==> src/rtl/seven_segment_pkg.sv <==
// Shared constants for the multiplexed seven-segment display:
// segment bit positions, the hex glyph table and the blank pattern.
package seven_segment_pkg;

    // Segment bit positions within the 7-bit drive word
    localparam int SEG_A = 0;
    localparam int SEG_B = 1;
    localparam int SEG_C = 2;
    localparam int SEG_D = 3;
    localparam int SEG_E = 4;
    localparam int SEG_F = 5;
    localparam int SEG_G = 6;

    localparam logic [6:0] SEG_BLANK = 7'h00;

    // Entry k is the active-high glyph for hex digit k
    localparam logic [15:0][6:0] SEG_TABLE = {
        7'h71, 7'h79, 7'h5E, 7'h39,
        7'h7C, 7'h77, 7'h6F, 7'h7F,
        7'h07, 7'h7D, 7'h6D, 7'h66,
        7'h4F, 7'h5B, 7'h06, 7'h3F
    };

    function automatic logic [6:0] seg_decode(
        input logic [3:0] nib
    );
        return SEG_TABLE[nib];
    endfunction

endpackage

==> src/rtl/hex_to_seven_segment.sv <==
// Combinational hex nibble to seven-segment glyph decoder.
// Ports: i_Nibble (4-bit code), o_Segments (7-bit, bit0=A..bit6=G).
module hex_to_seven_segment
    import seven_segment_pkg::*;
(
    input  logic [3:0] i_Nibble,
    output logic [6:0] o_Segments
);

    assign o_Segments = seg_decode(i_Nibble);

endmodule

==> src/rtl/multi_digit_seven_segment.sv <==
// Time-multiplexed multi-digit seven-segment driver with a
// frame-synchronous update handshake (no mid-frame tearing).
// Ports: i_Clk, i_Rst_L (sync, active-low), i_Value/i_Valid/o_Ready
// update handshake, o_Segments, o_Digit_En (one-hot), o_Frame_Start.
// Optional: define LEADING_ZERO_BLANK_EN to blank leading zero digits.
module multi_digit_seven_segment
    import seven_segment_pkg::*;
#(
    parameter int NUM_DIGITS = 4,
    parameter int SCAN_DIV   = 25000
) (
    input  logic                    i_Clk,
    input  logic                    i_Rst_L,
    input  logic [4*NUM_DIGITS-1:0] i_Value,
    input  logic                    i_Valid,
    output logic                    o_Ready,
    output logic [6:0]              o_Segments,
    output logic [NUM_DIGITS-1:0]   o_Digit_En,
    output logic                    o_Frame_Start
);

    localparam int IDX_W =
        (NUM_DIGITS > 1) ? $clog2(NUM_DIGITS) : 1;
    localparam int DIV_W = $clog2(SCAN_DIV);
    localparam int VAL_W = 4 * NUM_DIGITS;

    localparam logic [DIV_W-1:0] DIV_LAST =
        DIV_W'(SCAN_DIV - 1);
    localparam logic [IDX_W-1:0] IDX_LAST =
        IDX_W'(NUM_DIGITS - 1);

    logic [DIV_W-1:0]      r_div;
    logic [IDX_W-1:0]      r_idx;
    logic [VAL_W-1:0]      r_pending;
    logic                  r_pend_vld;
    logic [VAL_W-1:0]      r_disp;
    logic [6:0]            r_seg;
    logic [NUM_DIGITS-1:0] r_en;
    logic                  r_fs;

    logic                  w_tick;
    logic                  w_wrap;
    logic                  w_accept;
    logic [3:0]            w_nibble;
    logic [6:0]            w_seg;
    logic                  w_blank;

    assign w_tick   = (r_div == DIV_LAST);
    assign w_wrap   = w_tick && (r_idx == IDX_LAST);
    assign o_Ready  = !r_pend_vld;
    assign w_accept = i_Valid && o_Ready;

    // Digit mux: select the display nibble for the current index
    always_comb begin
        w_nibble = 4'h0;
        for (int k = 0; k < NUM_DIGITS; k++) begin
            if (r_idx == IDX_W'(k)) begin
                w_nibble = r_disp[4*k +: 4];
            end
        end
    end

    hex_to_seven_segment u_dec (
        .i_Nibble   (w_nibble),
        .o_Segments (w_seg)
    );

`ifdef LEADING_ZERO_BLANK_EN
    logic [IDX_W-1:0] w_top;

    // Highest non-zero digit; anything above it is a leading zero.
    // An all-zero value leaves w_top at 0 so digit 0 stays lit.
    always_comb begin
        w_top = '0;
        for (int k = 0; k < NUM_DIGITS; k++) begin
            if (r_disp[4*k +: 4] != 4'h0) begin
                w_top = IDX_W'(k);
            end
        end
    end

    assign w_blank = (r_idx > w_top);
`else
    assign w_blank = 1'b0;
`endif

    always_ff @(posedge i_Clk) begin
        if (!i_Rst_L) begin
            r_div      <= '0;
            r_idx      <= '0;
            r_pending  <= '0;
            r_pend_vld <= 1'b0;
            r_disp     <= '0;
            r_seg      <= '0;
            r_en       <= '0;
            r_fs       <= 1'b0;
        end else begin
            r_div <= w_tick ? '0 : r_div + 1'b1;

            if (w_tick) begin
                r_idx <= w_wrap ? '0 : r_idx + 1'b1;
            end

            // Display only changes at the frame boundary; an
            // offer landing exactly on the wrap bypasses pending.
            if (w_wrap) begin
                if (w_accept) begin
                    r_disp <= i_Value;
                end else if (r_pend_vld) begin
                    r_disp <= r_pending;
                end
                r_pend_vld <= 1'b0;
            end else if (w_accept) begin
                r_pending  <= i_Value;
                r_pend_vld <= 1'b1;
            end

            // Outputs trail the index by exactly one cycle
            r_seg <= w_blank ? SEG_BLANK : w_seg;
            r_en  <= NUM_DIGITS'(1) << r_idx;
            r_fs  <= (r_div == '0) && (r_idx == '0);
        end
    end

    assign o_Segments    = r_seg;
    assign o_Digit_En    = r_en;
    assign o_Frame_Start = r_fs;

endmodule

==> config.mk <==
export PLATFORM = sky130hd
export DESIGN_NAME = multi_digit_seven_segment
export DESIGN_NICKNAME = d
export VERILOG_FILES = /design/src/rtl/seven_segment_pkg.sv /design/src/rtl/hex_to_seven_segment.sv /design/src/rtl/multi_digit_seven_segment.sv
export SDC_FILE = /design/constraint.sdc
export NUM_CORES = 1
export LEC_CHECK = 0
export ABC_AREA = 0
export CORE_AREA = 5 5 86 88
export DETAILED_ROUTE_END_ITERATION = 12
export DIE_AREA = 0 0 91 93
export PLACE_DENSITY_LB_ADDON = 0.1
export SYNTH_ARGS = -nofsm -noshare
export SYNTH_HDL_FRONTEND = slang
export SYNTH_SLANG_ARGS = --single-unit
==> constraint.sdc <==
create_clock -name i_Clk -period 7.2 [get_ports i_Clk]
set_clock_uncertainty 0.2 [all_clocks]
set_input_delay 1.44 -clock i_Clk [delete_from_list [all_inputs] [get_ports i_Clk]]
set_output_delay 1.44 -clock i_Clk [all_outputs]
set_load 0.01 [all_outputs]
==> metrics.csv <==
metric,value,unit
multiplexer share of the synthesized area,0.0564,
LEAKAGE,1.20,nW
"Seq/Total Area, Yosys",0.437,
Synth Warn #,0,
simple-gate portion of the synthesized area,0.226,
Core ar.,0.00657,mm²
P per Cell Area,207,mW/mm²
compound-gate portion of the synthesized area,0.152,
Tot GR Track Use,0.142,
"Reg clk slew, reported paths",0.07,ns
worst hold path startpoint,r_pending[2],
Critical Path RT,7.17,ns
Vias,2235,
#FFs+latches synth,62,
fin crit share,0.571,
Final Hold Fails,0,
reg2reg setup slack,4.10,ns
pins over their slew limit,0,
DRC viols,0,
vias in the first global route,2097,
crit path capture type,flip-flop,
worst hold path class,reg -> reg,
xor/xnor cell area share of the yosys netlist,0.0401,
max cap viols,0,
num ports,32,
Antenna diodes,0,
# nets final,374,
die height,93,µm
Post-Route WL,5720,µm
Yosys top cell by area,dfxtp_1,
TritonRoute pass-1 iters,4,
Area Overhead vs Synth,18.2,%
highest-count cells in the layout ignoring fill and taps,"dfxtp_1 (62), nand3_1 (34), nand2_1 (30), nor2_1 (30), clkdlybuf4s50_1 (30)",
largest net degree at the start of global routing,57,
Final TNS setup,0,ns
wire length per cell,13.3,µm
Post-Synth Adder-Cell Area,0.0396,
crit path kind,in -> reg,
post-cts sizing count,0,
Iter 0 DRT Violations,97,
Die X,91,µm
gr ovfl total,0,
CP Launch Point,i_Valid,
Critical Path Sink,r_pending[1],
Worst setup SP type,primary input,
Routed Antenna Nets,0,
Yosys top cell area share,0.437,
"Hold-fix buffers, CTS",0,
hpwl dp,3810,µm
worst IR drop on VDD,133,µV
Area contributors post-synth,"dfxtp_1 (44%), nand3_1 (6.0%), mux2i_1 (5.6%)",
Synth Instances,321,
crit-path max FO,32,
worst slew pin tran,1.11,ns
cts bufs inserted,9,
Setup-failing EPs final,0,
mapped cell area,0.00284,mm²
status,finished clean,
Post-Synthesis Net Count,349,
Tmin final,4.11,ns
first-pass GRT wire length,9810,µm
initial antenna violation count,0,
Max clock buf depth,2,
Worst-Skew Late Latency,0.33,ns
Worst Path Arrival,4.08,ns
Max Fclk,243,MHz
root buf cell,clkbuf_8,
Core Rows,30,
RSZ-0062 raised after global routing,no,
Starting Density,0.432,
RR Endpoint,o_Segments[1],
Post-CTS Setup Inserts,0,
Placer Congestion,0.795,
placed insts,415,
Worst R2R Start,r_idx[0],
Synth cell types,41,
htree depth,3,
vias per cell,5.19,
reg2reg path depth,7,
syn_area_per_cell,8.85,µm²
die area,0.00846,mm²
CTS tree,yes,
Max transition margin,0.254,
Non-Filler Instances,431,
Sink Count,62,
layout cell share with drive strength beyond 1,0.0655,
Buffers on Ports,31,
main combinational cell family by area after synthesis,simple AND/OR/NAND/NOR gates,
"leading cell type in the layout, fill and taps excluded",dfxtp_1,
[routing by layer]
layer / GRT usage / up-vias / wire (µm) / part of all wire
li1: - / 1195 / - / -
met5: 0 / - / 0 / 0
met3: 0.0322 / 6 / 292 / 0.051
met4: 0.0660 / 0 / 59 / 0.010
met2: 0.213 / 44 / 2450 / 0.43
met1: 0.192 / 990 / 2920 / 0.51
[worst min path at each step]
stage                     slack (ns)       endpoint  depth (start not counted)
after floorplan                 0.23   r_pending[2]                          2
after global placement          0.24   r_pending[2]                          2
after detailed placement        0.24   r_pending[2]                          2
after CTS                       0.25   r_pending[2]                          2
after global routing            0.28  r_pending[14]                          2
final                           0.25   r_pending[2]                          2
[synthesized netlist by cell type]
| cell | instances |
|---|---|
| dfxtp_1 | 62 |
| nand3_1 | 34 |
| nand2_1 | 30 |
| nor2_1 | 30 |
| o21ai_0 | 19 |
| mux2i_1 | 16 |
| o31ai_1 | 16 |
| inv_1 | 12 |
| clkbuf_1 | 10 |
| ha_1 | 9 |
| a211oi_1 | 8 |
| xnor2_1 | 7 |
| nand4_1 | 6 |
| xor2_1 | 6 |
| buf_2 | 5 |
| nor2b_1 | 5 |
| nor3_1 | 5 |
| a21oi_1 | 4 |
| nand3b_1 | 4 |
| nor3b_1 | 4 |
| a221oi_1 | 2 |
| a311o_1 | 2 |
| a311oi_1 | 2 |
| and2_1 | 2 |
| buf_1 | 2 |
| buf_6 | 2 |
| nand2b_1 | 2 |
| o211ai_1 | 2 |
| a21boi_2 | 1 |
| a221o_1 | 1 |
| and3_1 | 1 |
| and4_1 | 1 |
| nor4_1 | 1 |
| nor4_4 | 1 |
| nor4b_1 | 1 |
| o211ai_4 | 1 |
| o21ai_1 | 1 |
| o311a_1 | 1 |
| o311ai_0 | 1 |
| or3_1 | 1 |
| or4_4 | 1 |
[kinds of logic after synthesis]
family | after synthesis
AOI/OAI and AO/OA | 61
muxes | 16
buffers and inverters | 31
xor gates and xnor gates | 13
adders and majority gates | 9
DFF | 62
and+or+nand+nor | 129
[critical path: stages]
cell and delay, ns:
clkdlybuf4s50_1 0.54, nor2b_2 0.89, a21boi_2 0.98, o21ai_0 0.22
[report_power, final]
group,leakage (nW),internal (W),switching (W)
logic,0.596,0.0000250,0.0000269
clock network,0.0954,0.000152,0.000134
registers,0.506,0.000353,0.00000541
[sequential cells by signal, summed over array words and instances, names as in the netlist]
| name | cells |
|---|---|
| r_div | 15 |
| r_idx | 2 |
| r_pending | 16 |
| r_pend_vld | 1 |
| r_disp | 16 |
| o_Frame_Start | 1 |
| o_Digit_En | 4 |
| o_Segments | 7 |
[through the flow]
step	setup slack [ns]	cell area [µm²]	util	total power [W]	hold slack (ns)
4_1_cts	3.05	3360	0.511	0.000704	0.252
3_3_place_gp	2.80	3170	0.483	0.000418	0.236
2_1_floorplan	4.36	2840	-	0.000395	0.228
5_1_grt	2.86	3360	0.511	0.000727	0.280
3_5_place_dp	2.70	3170	0.483	0.000419	0.243
6_report	3.09	3360	0.511	0.000696	0.249
[layout make-up]
cell class	instances	area (µm²)
multi-input cells	228	1460
clock buffers	13	169
flip-flops and latches	62	1240
repair buffers	33	320
inverters	12	45.0
clock inverters	3	17.5
well taps	80	100
fillers	617	3210
Power figures use the tool's default switching activity.
